===== src/rtl/button_debounce_pkg.sv =====
// ---------------------------------------------------------------------------
// button_debounce_pkg
//
// Shared definitions for the button debouncer. It provides:
//    state_t  - the four-state qualification FSM encoding. STABLE_LOW=00,
//               QUAL_HIGH=01, STABLE_HIGH=11 and QUAL_LOW=10, so bit 1 is
//               always the currently accepted level.
//    DEF_*    - default timing constants for a 10 MHz system clock.
//
// Optional feature macro in the importing design: BUTTON_DEBOUNCE_LONG_PRESS_EN.
// ---------------------------------------------------------------------------
package button_debounce_pkg;

   typedef enum logic [1:0] {
      STABLE_LOW  = 2'b00,
      QUAL_HIGH   = 2'b01,
      STABLE_HIGH = 2'b11,
      QUAL_LOW    = 2'b10
   } state_t;

   // 10 ms of qualification and a 1 s long press at 10 MHz
   localparam int DEF_DEBOUNCE_CYCLES   = 100000;
   localparam int DEF_CNT_WIDTH         = 17;
   localparam int DEF_LONG_PRESS_CYCLES = 10000000;
   localparam int DEF_LONG_WIDTH        = 24;

endpackage


===== src/rtl/sync_2ff.sv =====
// ---------------------------------------------------------------------------
// sync_2ff
//
// Generic two-flop synchroniser for an asynchronous pad input. There is no
// logic between the two flops, so the first stage has a full clock period
// to settle out of metastability. Both flops reset to RESET_VAL.
//
// Ports:
//    clock    in   system clock
//    reset_n  in   asynchronous active-low reset
//    raw      in   asynchronous input
//    synced   out  input synchronised to clock (two cycles of delay)
// ---------------------------------------------------------------------------
module sync_2ff #(
   parameter bit RESET_VAL = 1'b0
) (
   input  logic clock,
   input  logic reset_n,
   input  logic raw,
   output logic synced
);

   logic stage1;

   // Two back-to-back flops; the second one only ever samples the first.
   always_ff @(posedge clock or negedge reset_n) begin
      if (!reset_n) begin
         stage1 <= RESET_VAL;
         synced <= RESET_VAL;
      end else begin
         stage1 <= raw;
         synced <= stage1;
      end
   end

endmodule


===== src/rtl/button_debounce.sv =====
// ---------------------------------------------------------------------------
// button_debounce
//
// Turns a raw bouncing push-button into a clean, registered level plus
// single-cycle rise/fall strobes. A new level is accepted only after it has
// been seen for DEBOUNCE_CYCLES consecutive synchronised samples. Any bounce
// during qualification drops the FSM back to the old stable state, and the
// count restarts from zero.
//
// Optional feature: define BUTTON_DEBOUNCE_LONG_PRESS_EN to add a hold
// counter that pulses long_press once after the level has stayed high for
// LONG_PRESS_CYCLES cycles. Without the macro, long_press is tied to 0.
//
// Ports:
//    clock       in   system clock
//    reset_n     in   asynchronous assert, active-low reset
//    button      in   raw asynchronous pad input
//    level       out  debounced level (registered)
//    rise        out  one-cycle strobe on an accepted 0->1
//    fall        out  one-cycle strobe on an accepted 1->0
//    long_press  out  one-cycle strobe on a long hold
// ---------------------------------------------------------------------------
module button_debounce
   import button_debounce_pkg::*;
#(
   parameter int DEBOUNCE_CYCLES   = DEF_DEBOUNCE_CYCLES,
   parameter int CNT_WIDTH         = DEF_CNT_WIDTH,
   parameter bit RESET_LEVEL       = 1'b0,
   parameter int LONG_PRESS_CYCLES = DEF_LONG_PRESS_CYCLES,
   parameter int LONG_WIDTH        = DEF_LONG_WIDTH
) (
   input  logic clock,
   input  logic reset_n,
   input  logic button,
   output logic level,
   output logic rise,
   output logic fall,
   output logic long_press
);

   localparam state_t              RESET_STATE = RESET_LEVEL ? STABLE_HIGH : STABLE_LOW;
   localparam logic [CNT_WIDTH-1:0] CNT_LAST   = CNT_WIDTH'(DEBOUNCE_CYCLES - 1);

   // A zero or oversized qualification window cannot be counted.
   if (DEBOUNCE_CYCLES < 1 ||
       longint'(DEBOUNCE_CYCLES) > (longint'(1) << CNT_WIDTH)) begin : g_bad_debounce
      $error("button_debounce: DEBOUNCE_CYCLES must be in 1..2**CNT_WIDTH");
   end

   // The long-press compare looks one count ahead, so it needs at least 2.
   if (LONG_PRESS_CYCLES < 2 ||
       longint'(LONG_PRESS_CYCLES) > (longint'(1) << LONG_WIDTH)) begin : g_bad_long
      $error("button_debounce: LONG_PRESS_CYCLES must be in 2..2**LONG_WIDTH");
   end

   logic                 s;
   state_t               state_q, state_d;
   logic [CNT_WIDTH-1:0] cnt_q, cnt_d;
   logic                 level_q, level_d;
   logic                 rise_q, rise_d;
   logic                 fall_q, fall_d;

   sync_2ff #(
      .RESET_VAL (RESET_LEVEL)
   ) u_sync (
      .clock   (clock),
      .reset_n (reset_n),
      .raw     (button),
      .synced  (s)
   );

   // State, counter and all outputs are registered together so that level
   // and its strobe change on the same edge and are glitch-free downstream.
   always_ff @(posedge clock or negedge reset_n) begin
      if (!reset_n) begin
         state_q <= RESET_STATE;
         cnt_q   <= '0;
         level_q <= RESET_LEVEL;
         rise_q  <= 1'b0;
         fall_q  <= 1'b0;
      end else begin
         state_q <= state_d;
         cnt_q   <= cnt_d;
         level_q <= level_d;
         rise_q  <= rise_d;
         fall_q  <= fall_d;
      end
   end

   // Next-state logic. Strobes default low so they last exactly one cycle.
   // The counter only advances while qualifying and is cleared on every
   // state change, so it never passes CNT_LAST and never wraps.
   always_comb begin
      state_d = state_q;
      cnt_d   = cnt_q;
      level_d = level_q;
      rise_d  = 1'b0;
      fall_d  = 1'b0;
      case (state_q)
         STABLE_LOW: begin
            if (s) begin
               state_d = QUAL_HIGH;
               cnt_d   = '0;
            end
         end
         QUAL_HIGH: begin
            if (!s) begin
               state_d = STABLE_LOW;
               cnt_d   = '0;
            end else if (cnt_q == CNT_LAST) begin
               state_d = STABLE_HIGH;
               cnt_d   = '0;
               level_d = 1'b1;
               rise_d  = 1'b1;
            end else begin
               cnt_d = cnt_q + CNT_WIDTH'(1);
            end
         end
         STABLE_HIGH: begin
            if (!s) begin
               state_d = QUAL_LOW;
               cnt_d   = '0;
            end
         end
         QUAL_LOW: begin
            if (s) begin
               state_d = STABLE_HIGH;
               cnt_d   = '0;
            end else if (cnt_q == CNT_LAST) begin
               state_d = STABLE_LOW;
               cnt_d   = '0;
               level_d = 1'b0;
               fall_d  = 1'b1;
            end else begin
               cnt_d = cnt_q + CNT_WIDTH'(1);
            end
         end
         default: begin
            state_d = RESET_STATE;
            cnt_d   = '0;
            level_d = RESET_LEVEL;
         end
      endcase
   end

   assign level = level_q;
   assign rise  = rise_q;
   assign fall  = fall_q;

`ifdef BUTTON_DEBOUNCE_LONG_PRESS_EN
   localparam logic [LONG_WIDTH-1:0] HOLD_LAST = LONG_WIDTH'(LONG_PRESS_CYCLES - 1);
   localparam logic [LONG_WIDTH-1:0] HOLD_PRE  = LONG_WIDTH'(LONG_PRESS_CYCLES - 2);

   logic [LONG_WIDTH-1:0] hold_q;
   logic                  armed_q;
   logic                  long_press_q;

   // Hold counter: counts cycles spent in STABLE_HIGH and saturates at
   // HOLD_LAST. The strobe fires on the edge that reaches HOLD_LAST. The
   // armed flag is re-set only while level is low, so a bounce that falls
   // back from QUAL_LOW to STABLE_HIGH cannot produce a second pulse.
   always_ff @(posedge clock or negedge reset_n) begin
      if (!reset_n) begin
         hold_q       <= '0;
         armed_q      <= 1'b1;
         long_press_q <= 1'b0;
      end else begin
         long_press_q <= 1'b0;
         if (state_q != STABLE_HIGH) begin
            hold_q <= '0;
         end else if (hold_q != HOLD_LAST) begin
            hold_q <= hold_q + LONG_WIDTH'(1);
         end
         if (state_q == STABLE_HIGH && hold_q == HOLD_PRE && armed_q) begin
            long_press_q <= 1'b1;
            armed_q      <= 1'b0;
         end else if (!level_q) begin
            armed_q <= 1'b1;
         end
      end
   end

   assign long_press = long_press_q;
`else
   assign long_press = 1'b0;
`endif

endmodule


===== config.mk =====
export PLATFORM = sky130hd
export DESIGN_NAME = button_debounce
export DESIGN_NICKNAME = d
export VERILOG_FILES = /design/src/rtl/button_debounce_pkg.sv /design/src/rtl/sync_2ff.sv /design/src/rtl/button_debounce.sv
export SDC_FILE = /design/constraint.sdc
export NUM_CORES = 1
export LEC_CHECK = 0
export CORE_MARGIN = 8
export CORE_UTILIZATION = 25
export CTS_CLUSTER_SIZE = 40
export DETAILED_ROUTE_END_ITERATION = 10
export SYNTH_ARGS = -nofsm -noshare
export SYNTH_HDL_FRONTEND = slang
export SYNTH_SLANG_ARGS = --single-unit

===== constraint.sdc =====
create_clock -name clock -period 1.7 [get_ports clock]
set_clock_uncertainty 0.05 [all_clocks]
set_input_delay 0.17 -clock clock [delete_from_list [all_inputs] [get_ports clock]]
set_output_delay 0.17 -clock clock [all_outputs]
set_load 0.02 [all_outputs]

==> impl_metrics.env, run 1 <==
export IMPL_setup_slack_ps=-148
export IMPL_power_mw=2.48
export IMPL_numCtsBuffers=3
export IMPL_viasPerCell=4.91
export IMPL_syn_area_mm2=0.00141
export IMPL_violations="negative setup slack"
export IMPL_portBuffers=5
export IMPL_drt_wl_total_mm=3.93
export IMPL_seq_area_frac_synth=0.425
export IMPL_ir_drop_uv=504
export IMPL_antenna_found_initial=0
export IMPL_synth_compound_area_frac=0.145
export IMPL_hold_violations=0
export IMPL_nets=219
export IMPL_power_leakage_nw=0.934
export IMPL_synth_top_cell_by_area="dfrtp_1"
export IMPL_n_antenna_cell=0
export IMPL_clock_sinks=24
export IMPL_grtUsageTotal=0.0929
export IMPL_worstSetupStartpoint="state_q[0]$_DFFE_PN0P_"
export IMPL_synthesis_nets=164
export IMPL_drv_slew=0
export IMPL_cp_max_fo=4
export IMPL_synthAdderAreaFrac=0.0442
export IMPL_drc=0
export IMPL_via_count=1379
export IMPL_ys_flop_type="dfrtp_1"
export IMPL_yosysWarnings=0
export IMPL_dieArea_mm2=0.00832
export IMPL_timing_rr_start="state_q[0]$_DFFE_PN0P_"
export IMPL_synth_top_cell_area_share=0.425
export IMPL_start_util=0.258
export IMPL_cp_top_family="compound AO/OA/AOI/OAI gates"
export IMPL_drive_gt1_frac=0.435
export IMPL_cts_htree_levels=1
export IMPL_slowest_delay_ps=460
export IMPL_rsz0062_at_grt="yes"
export IMPL_dp_hpwl_mm=2.57
export IMPL_synth_top_family_by_area="simple AND/OR/NAND/NOR gates"
export IMPL_cp_num_buf_inv=2
export IMPL_drv_cap=0
export IMPL_hold_class="input pin to asynchronous set/reset pin"
export IMPL_coreArea_mm2=0.00547
export IMPL_critPathSlowestCell="dfrtp_2"
export IMPL_tns_ps=-1090
export IMPL_grt_start_max_net_pins=25
export IMPL_cts_hold_buf=0
export IMPL_cts_tree="yes"
export IMPL_postLayoutCoreUtil=0.405
export IMPL_ctsLongestPathBuffers=2
export IMPL_dieWidth_um=91.2
export IMPL_io_pins=7
export IMPL_synth_seq_cells=24
export IMPL_place_congestion=0.810
export IMPL_area_delta_synth_final_pct=56.7
export IMPL_grt_ovfl_total=0
export IMPL_synthMuxAreaShare=0.0310
export IMPL_worstSetupEndpointType="flip-flop"
export IMPL_fmax_ghz=0.541
export IMPL_period_minus_slack_ps=1850
export IMPL_setup_viol=15
export IMPL_die_height_um=91.2
export IMPL_synth_common_cells="dfrtp_1, nand3_1, nand2_1, nor2_1, inv_1"
export IMPL_grt_pass1_vias=1337
export IMPL_fin_crit_sh=1.09
export IMPL_status="finished, violations left"
export IMPL_synth_most_common_cell="dfrtp_1"
export IMPL_start_kind="flip-flop"
export IMPL_insertion_delay_ps=270
export IMPL_drtIter0Drc=76
export IMPL_grt_pass1_wl_mm=6.33
export IMPL_synth_simple_area_share=0.303
export IMPL_cts_root_buf="clkbuf_8"
export IMPL_critPathArrivalTime_ps=1940
export IMPL_yosys_area_share_xor_xnor=0.0124
export IMPL_rows=27
export IMPL_synth_async_reset_ratio=1.00
export IMPL_ant_nets=0
export IMPL_avgSynthCellArea_um2=9.06
export IMPL_powerDensity_mw_per_mm2=1120
export IMPL_syn_inst=156
export IMPL_critical_path_required_ps=1790
export IMPL_ys_top_cells_by_area="dfrtp_1, nand3_1, nand2_1, ha_1, o311ai_1"
export IMPL_synth_edf_count=0
export IMPL_crit_chain="buf_12 > ha_4 > mux2_4 > buf_6 > a21boi_4 > o31ai_2 > o31ai_1"
export IMPL_clkSlewWorstSetupHoldPaths_ps=80
export IMPL_wire_per_inst_um=14.0
export IMPL_dr_pass1_iters=4
export IMPL_yosys_cell_types_count=40
export IMPL_crit_type="flip-flop to flip-flop"
## placed cells by master, fill, tap and decap left out, types with 4 or more instances in the layout
cell,Yosys,final
buf_4,1,38
buf_6,0,12
clkdlybuf4s50_1,0,5
dfrtp_1,24,23
ha_4,0,4
inv_1,6,4
nand2_1,20,19
nand3_1,22,18
nand3_2,1,4
nor2_1,11,10
o21ai_1,4,5
or3_1,5,4
## flip-flops by register name, summed over array words and instances (netlist names)
register       flops
cnt_q             17
u_sync.stage1      1
u_sync.synced      1
fall               1
state_q            2
rise               1
level              1
## logic make-up (layout without fill, tap and decap cells)
| logic type | after synthesis | count (layout) |
|---|---|---|
| AOI/OAI and AO/OA | 29 | 29 |
| muxes | 4 | 4 |
| xor gates and xnor gates | 2 | 2 |
| buffers and inverters | 12 | 65 |
| DFF | 24 | 24 |
| adders and majority gates | 5 | 5 |
| other | 1 | 1 |
| and+or+nand+nor | 79 | 79 |
## per-layer routing
metal	GRT usage	wire, um	up-vias
li1	-	-	673
met1	0.111	1720	670
met2	0.159	1930	29
met3	0.0115	171	7
met4	0.0491	102	0
met5	0	0	-
## repair_timing
item                       in CTS  in global routing
pin swaps                       5                  8
gates resized for setup        22                 32
setup endpoints to repair      17                 19
buffers inserted                5                  5
## area by class of cell
class                           count  area (um2)
Fill cell                         536        3260
Timing Repair Buffer               56         490
Sequential cell                    24         602
Clock buffer                        3        41.3
Inverter                            6        25.0
Multi-Input combinational cell    120         967
Tap cell                           72        90.1
## report_power, final
part / switching [mW] / internal [mW]
registers: 0.0587 / 0.619
logic: 0.671 / 0.790
clock network: 0.183 / 0.159
total: 0.913 / 1.57
## stage by stage
stage / cell area [um2] / std cells / setup WS [ps] / hold slack (ps)
2_1_floorplan: 1420 / 156 / 1.65 / -176
3_3_place_gp: 1840 / 268 / -112 / 290
3_5_place_dp: 1840 / 268 / -183 / 286
4_1_cts: 2010 / 276 / -113 / 213
5_1_grt: 2220 / 281 / -222 / 230
6_report: 2220 / 281 / -148 / 203
## path summary, 6_finish.rpt
check / end / slack (ps) / depth (start not counted)
setup / recovery: state_q[0]$_DFFE_PN0P_ / -150 / 7
hold / removal: cnt_q[0]$_DFFE_PN0P_ / 200 / 2
setup reg to reg: state_q[0]$_DFFE_PN0P_ / -150 / 7
hold reg to reg: u_sync.synced$_DFF_PN0_ / 300 / 0
max in group asynchronous: state_q[0]$_DFFE_PN0P_ / 1140 / 2
min in group clock: u_sync.stage1$_DFF_PN0_ / 290 / 1
Note: power is estimated with default switching activity, not from simulation.
==> inputs of run 2 (changes only) <==
CORE_ASPECT_RATIO = 1.25   (was not set)
REMOVE_ABC_BUFFERS = 1   (was not set)
==> impl_metrics.env, run 2 (synthesized netlist as in run 1, its figures left out) <==
export IMPL_drive_gt1_frac=0.463
export IMPL_m1WireLength_mm=1.70
export IMPL_via_count=1373
export IMPL_grt_ovfl_total=0
export IMPL_critPathSlowestCell="or3_4"
export IMPL_critical_path_most_common_cell="o31ai_1"
export IMPL_coreArea_mm2=0.00544
export IMPL_cp_num_buf_inv=1
export IMPL_wire_per_inst_um=13.7
export IMPL_area_delta_synth_final_pct=60.2
export IMPL_reg2reg_depth=6
export IMPL_rows=30
export IMPL_mostFrequentLayoutCells="buf_4, dfrtp_1, nand2_1, nand3_1, buf_6"
export IMPL_dr_wl_met3_um=117
export IMPL_dieWidth_um=83.3
export IMPL_rsz0062_at_grt="yes"
export IMPL_ir_drop_uv=433
export IMPL_powerDensity_mw_per_mm2=1040
export IMPL_hold_ws_ps=215
export IMPL_clock_sinks=24
export IMPL_largestRegisters="cnt_q (17), state_q (2)"
export IMPL_reg2reg_slack_ps=-150
export IMPL_dr_pass1_iters=4
export IMPL_ant_nets=0
export IMPL_drv_slew=0
export IMPL_cts_tree="yes"
export IMPL_fmax_ghz=0.541
export IMPL_power_mw=2.36
export IMPL_setup_viol=13
export IMPL_start_util=0.260
export IMPL_largest_register_ffs=17
export IMPL_cts_root_buf="clkbuf_8"
export IMPL_status="finished, violations left"
export IMPL_worstSetupEndpointType="flip-flop"
export IMPL_grt_pass1_vias=1412
export IMPL_final_common_cell="buf_4"
export IMPL_dpl_instance_area_mm2=0.00187
export IMPL_postLayoutCellArea_mm2=0.00226
export IMPL_hold_class="input pin to asynchronous set/reset pin"
export IMPL_grt_pass1_wl_mm=6.31
export IMPL_setup_slack_ps=-147
export IMPL_cp_top_family="simple AND/OR/NAND/NOR gates"
export IMPL_fill_cells=500
export IMPL_cts_htree_levels=1
export IMPL_routed_wl_met2_mm=1.94
export IMPL_portBuffers=5
export IMPL_viasPerCell=4.90
export IMPL_crit_chain="or3_4 > nor4_4 > buf_4 > a21boi_4 > o31ai_1 > o31ai_1"
export IMPL_drtIter0Drc=54
export IMPL_regToRegEndpoint="state_q[0]$_DFFE_PN0P_"
export IMPL_clkSlewWorstSetupHoldPaths_ps=90
export IMPL_numCtsBuffers=3
export IMPL_power_leakage_nw=0.954
export IMPL_antenna_found_initial=0
export IMPL_die_height_um=100
export IMPL_nets=226
export IMPL_slowest_delay_ps=400
export IMPL_hold_violations=0
export IMPL_drt_wl_total_mm=3.83
export IMPL_grt_start_max_net_pins=25
export IMPL_place_congestion=0.777
export IMPL_n_antenna_cell=0
export IMPL_cts_hold_buf=0
export IMPL_crit_type="flip-flop to flip-flop"
export IMPL_critical_path_required_ps=1800
export IMPL_io_pins=7
export IMPL_insertion_delay_ps=280
export IMPL_timing_rr_start="cnt_q[8]$_DFFE_PN0P_"
export IMPL_dp_hpwl_mm=2.62
export IMPL_dieArea_mm2=0.00833
export IMPL_drv_cap=0
export IMPL_maxUsedRoutingLayer="met4"
export IMPL_period_minus_slack_ps=1850
export IMPL_grtUsageTotal=0.0899
export IMPL_regMostFlops="cnt_q"
export IMPL_pre_cts_ws_ps=-229
export IMPL_violations="negative setup slack"
export IMPL_cp_max_fo=4
export IMPL_start_kind="flip-flop"
export IMPL_ctsLongestPathBuffers=2
export IMPL_critPathArrivalTime_ps=1950
export IMPL_drc=0
export IMPL_fin_crit_sh=1.09
run 2: cell types whose count changed in the layout (fill, tap and decap cells not counted), moves of 2 or more:
cell / previous run / this run
buf_4: 38 / 49
buf_6: 12 / 9
nand3_1: 18 / 16
nor2_1: 10 / 8
nor2_2: 0 / 2
o31ai_1: 2 / 5
o31ai_2: 3 / 0
run 2: power breakdown:
group          switching [mW]  total, mW  leakage, nW  internal (mW)
combinational           0.644       1.34        0.613          0.694
sequential             0.0495      0.669        0.320          0.619
clock                   0.197      0.356       0.0216          0.159
run 2: per-layer routing:
layer  vias to the layer above  GRT usage
met4                         0     0.0407
met3                         7     0.0178
met5                         -          0
met2                        23      0.158
met1                       660      0.102
li1                        683          -
run 2: timing repair:
item | in CTS | in global routing
buffers inserted | 5 | 6
setup endpoints to repair | 20 | 20
gates resized for setup | 27 | 31
pin swaps | 3 | 14
run 2: worst max-delay path by stage:
| stage | cells past startpoint | slack, ps | endpoint | from |
|---|---|---|---|---|
| 3_3_place_gp | 9 | -130 | cnt_q[11]$_DFFE_PN0P_ | state_q[0]$_DFFE_PN0P_ |
| 6_report | 6 | -150 | state_q[0]$_DFFE_PN0P_ | cnt_q[8]$_DFFE_PN0P_ |
| 5_1_grt | 7 | -240 | cnt_q[3]$_DFFE_PN0P_ | state_q[0]$_DFFE_PN0P_ |
| 4_1_cts | 8 | -170 | cnt_q[13]$_DFFE_PN0P_ | state_q[0]$_DFFE_PN0P_ |
| 3_5_place_dp | 8 | -230 | cnt_q[13]$_DFFE_PN0P_ | state_q[0]$_DFFE_PN0P_ |
| 2_1_floorplan | 5 | -170 | cnt_q[7]$_DFFE_PN0P_ | cnt_q[11]$_DFFE_PN0P_ |
run 2: area by class of cell:
cell class	count	area, um2	share of cell area
tap	64	80.1	0.0354
inverter	6	25.0	0.0110
timing repair buffer	63	519	0.229
multi-input combinational	120	997	0.440
sequential	24	602	0.266
clock buffer	3	41.3	0.0182
run 2: metrics by stage:
step	utilization	instances	TNS, ps
floorplan	-	150	-286
global placement	0.343	266	-1330
detailed placement	0.343	266	-2110
CTS	0.378	274	-1340
global route	0.416	280	-2250
finish	0.416	280	-856
==> inputs of run 3 (changes only) <==
CORE_UTILIZATION = 30   (was 25)
SETUP_SLACK_MARGIN = 0.02   (was not set)
TNS_END_PERCENT = 1   (was not set)
==> impl_metrics.env, run 3 (synthesized netlist as in run 1, its figures left out) <==
export IMPL_pwr_share_clk=0.164
export IMPL_critical_path_required_ps=1810
export IMPL_reg2reg_depth=5
export IMPL_largest_register_ffs=17
export IMPL_cts_hold_buf=0
export IMPL_cp_num_buf_inv=0
export IMPL_grtUsageTotal=0.102
export IMPL_grt_start_max_net_pins=25
export IMPL_critPathArrivalTime_ps=1930
export IMPL_n_antenna_cell=0
export IMPL_wire_per_inst_um=13.1
export IMPL_start_kind="flip-flop"
export IMPL_cp_max_fo=9
export IMPL_power_leakage_nw=0.852
export IMPL_final_common_cell="buf_4"
export IMPL_rows=28
export IMPL_drive_gt1_frac=0.368
export IMPL_coreArea_mm2=0.00462
export IMPL_hold_ws_ps=215
export IMPL_dp_hpwl_mm=2.44
export IMPL_cts_root_buf="clkbuf_8"
export IMPL_area_delta_synth_final_pct=42.4
export IMPL_busiest_layer="met2"
export IMPL_slowest_delay_ps=410
export IMPL_tns_ps=-1160
export IMPL_powerDensity_mw_per_mm2=1040
export IMPL_dieArea_mm2=0.00718
export IMPL_largestRegisters="cnt_q (17), state_q (2)"
export IMPL_grt_pass1_vias=1375
export IMPL_mostFrequentLayoutCells="buf_4, dfrtp_1, nand3_1, nand2_1, nor2_1"
export IMPL_placedCellCount=260
export IMPL_setup_slack_ps=-122
export IMPL_crit_chain="or3_4 > nor4_4 > a21o_4 > nor3_1 > a211o_1"
export IMPL_start_util=0.306
export IMPL_portBuffers=5
export IMPL_multi_input_area_um2=871
export IMPL_via_count=1331
export IMPL_setup_viol=18
export IMPL_fin_crit_sh=1.07
export IMPL_grt_ovfl_total=0
export IMPL_viasPerCell=5.04
export IMPL_status="finished, violations left"
export IMPL_regArea_um2=601
export IMPL_hold_violations=0
export IMPL_grt_met3_usage=0.00775
export IMPL_cts_htree_levels=1
export IMPL_stdcell_count=264
export IMPL_dr_pass1_iters=4
export IMPL_drc=0
export IMPL_sw_frac_of_total=0.360
export IMPL_rsz0062_at_grt="yes"
export IMPL_power_frac_comb=0.525
export IMPL_clock_sinks=24
export IMPL_crit_type="flip-flop to flip-flop"
export IMPL_period_minus_slack_ps=1820
export IMPL_numCtsBuffers=3
export IMPL_cp_top_family="simple AND/OR/NAND/NOR gates"
export IMPL_ant_nets=0
export IMPL_path_depth=5
export IMPL_internal_power_mw=1.35
export IMPL_pwr_share_seq=0.311
export IMPL_drv_slew=0
export IMPL_antenna_found_initial=0
export IMPL_fill_cells=453
export IMPL_cts_tree="yes"
export IMPL_io_pins=7
export IMPL_ir_drop_uv=433
export IMPL_drv_cap=0
export IMPL_grt_pass1_wl_mm=6.11
export IMPL_reg2reg_slack_ps=-120
export IMPL_die_height_um=92.8
export IMPL_postLayoutCoreUtil=0.435
export IMPL_met1_usage=0.120
export IMPL_drt_wl_total_mm=3.46
export IMPL_clkSlewWorstSetupHoldPaths_ps=90
export IMPL_drtIter0Drc=39
export IMPL_power_mw=2.10
export IMPL_hold_class="input pin to asynchronous set/reset pin"
export IMPL_violations="negative setup slack"
export IMPL_ctsLongestPathBuffers=2
export IMPL_critPathSlowestCell="or3_4"
export IMPL_worstSetupEndpointType="flip-flop"
export IMPL_netSwitchingPower_uw=757
export IMPL_insertion_delay_ps=270
export IMPL_dieWidth_um=77.4
export IMPL_nets=214
export IMPL_place_congestion=0.820
export IMPL_use_met2=0.176
export IMPL_fmax_ghz=0.549
export IMPL_regMostFlops="cnt_q"
-- run 3: layer usage --
| metal | share of wire | wire length (um) | up-vias |
|---|---|---|---|
| li1 | - | - | 665 |
| met1 | 0.45 | 1560 | 642 |
| met2 | 0.51 | 1750 | 16 |
| met3 | 0.017 | 58 | 8 |
| met4 | 0.026 | 90 | 0 |
| met5 | 0 | 0 | - |
-- run 3: power groups by stage --
stage	logic [mW]	registers, mW	clock network [mW]
detailed placement	0.952	0.662	0
finish	1.10	0.654	0.344
CTS	1.02	0.652	0.358
global placement	0.950	0.661	0
global route	1.22	0.664	0.377
floorplan	0.462	0.675	0
-- run 3: cell type report --
| type | instances | share of cell area |
|---|---|---|
| inverter | 6 | 0.0112 |
| sequential | 24 | 0.298 |
| tap | 60 | 0.0373 |
| timing repair buffer | 51 | 0.200 |
| clock buffer | 3 | 0.0205 |
| multi-input combinational | 120 | 0.433 |
-- run 3: worst register-to-register path, cell delays in order (launching register included) --
cell     delay, ps
dfrtp_1        400
or3_4          410
nor4_4         300
a21o_4         250
nor3_1          60
a211o_1        260
-- run 3: timing repair --
item                       in CTS  in global routing
pin swaps                       1                  2
setup endpoints to repair      20                 21
setup buffers                   1                  0
gates resized for setup        10                 17
-- run 3: stage by stage --
step,setup WS [ps],area [um2]
detailed placement,-209,1850
CTS,-128,1930
floorplan,-171,1380
global route,-253,2010
global placement,-164,1850
finish,-122,2010
-- run 3: final timing paths --
path / endpoint / start
max in group asynchronous: cnt_q[10]$_DFFE_PN0P_ / reset_n
hold reg to reg: u_sync.synced$_DFF_PN0_ / u_sync.stage1$_DFF_PN0_
setup reg to reg: cnt_q[7]$_DFFE_PN0P_ / cnt_q[8]$_DFFE_PN0P_
min in group clock: u_sync.stage1$_DFF_PN0_ / button
hold / removal: cnt_q[15]$_DFFE_PN0P_ / reset_n
setup / recovery: cnt_q[7]$_DFFE_PN0P_ / cnt_q[8]$_DFFE_PN0P_
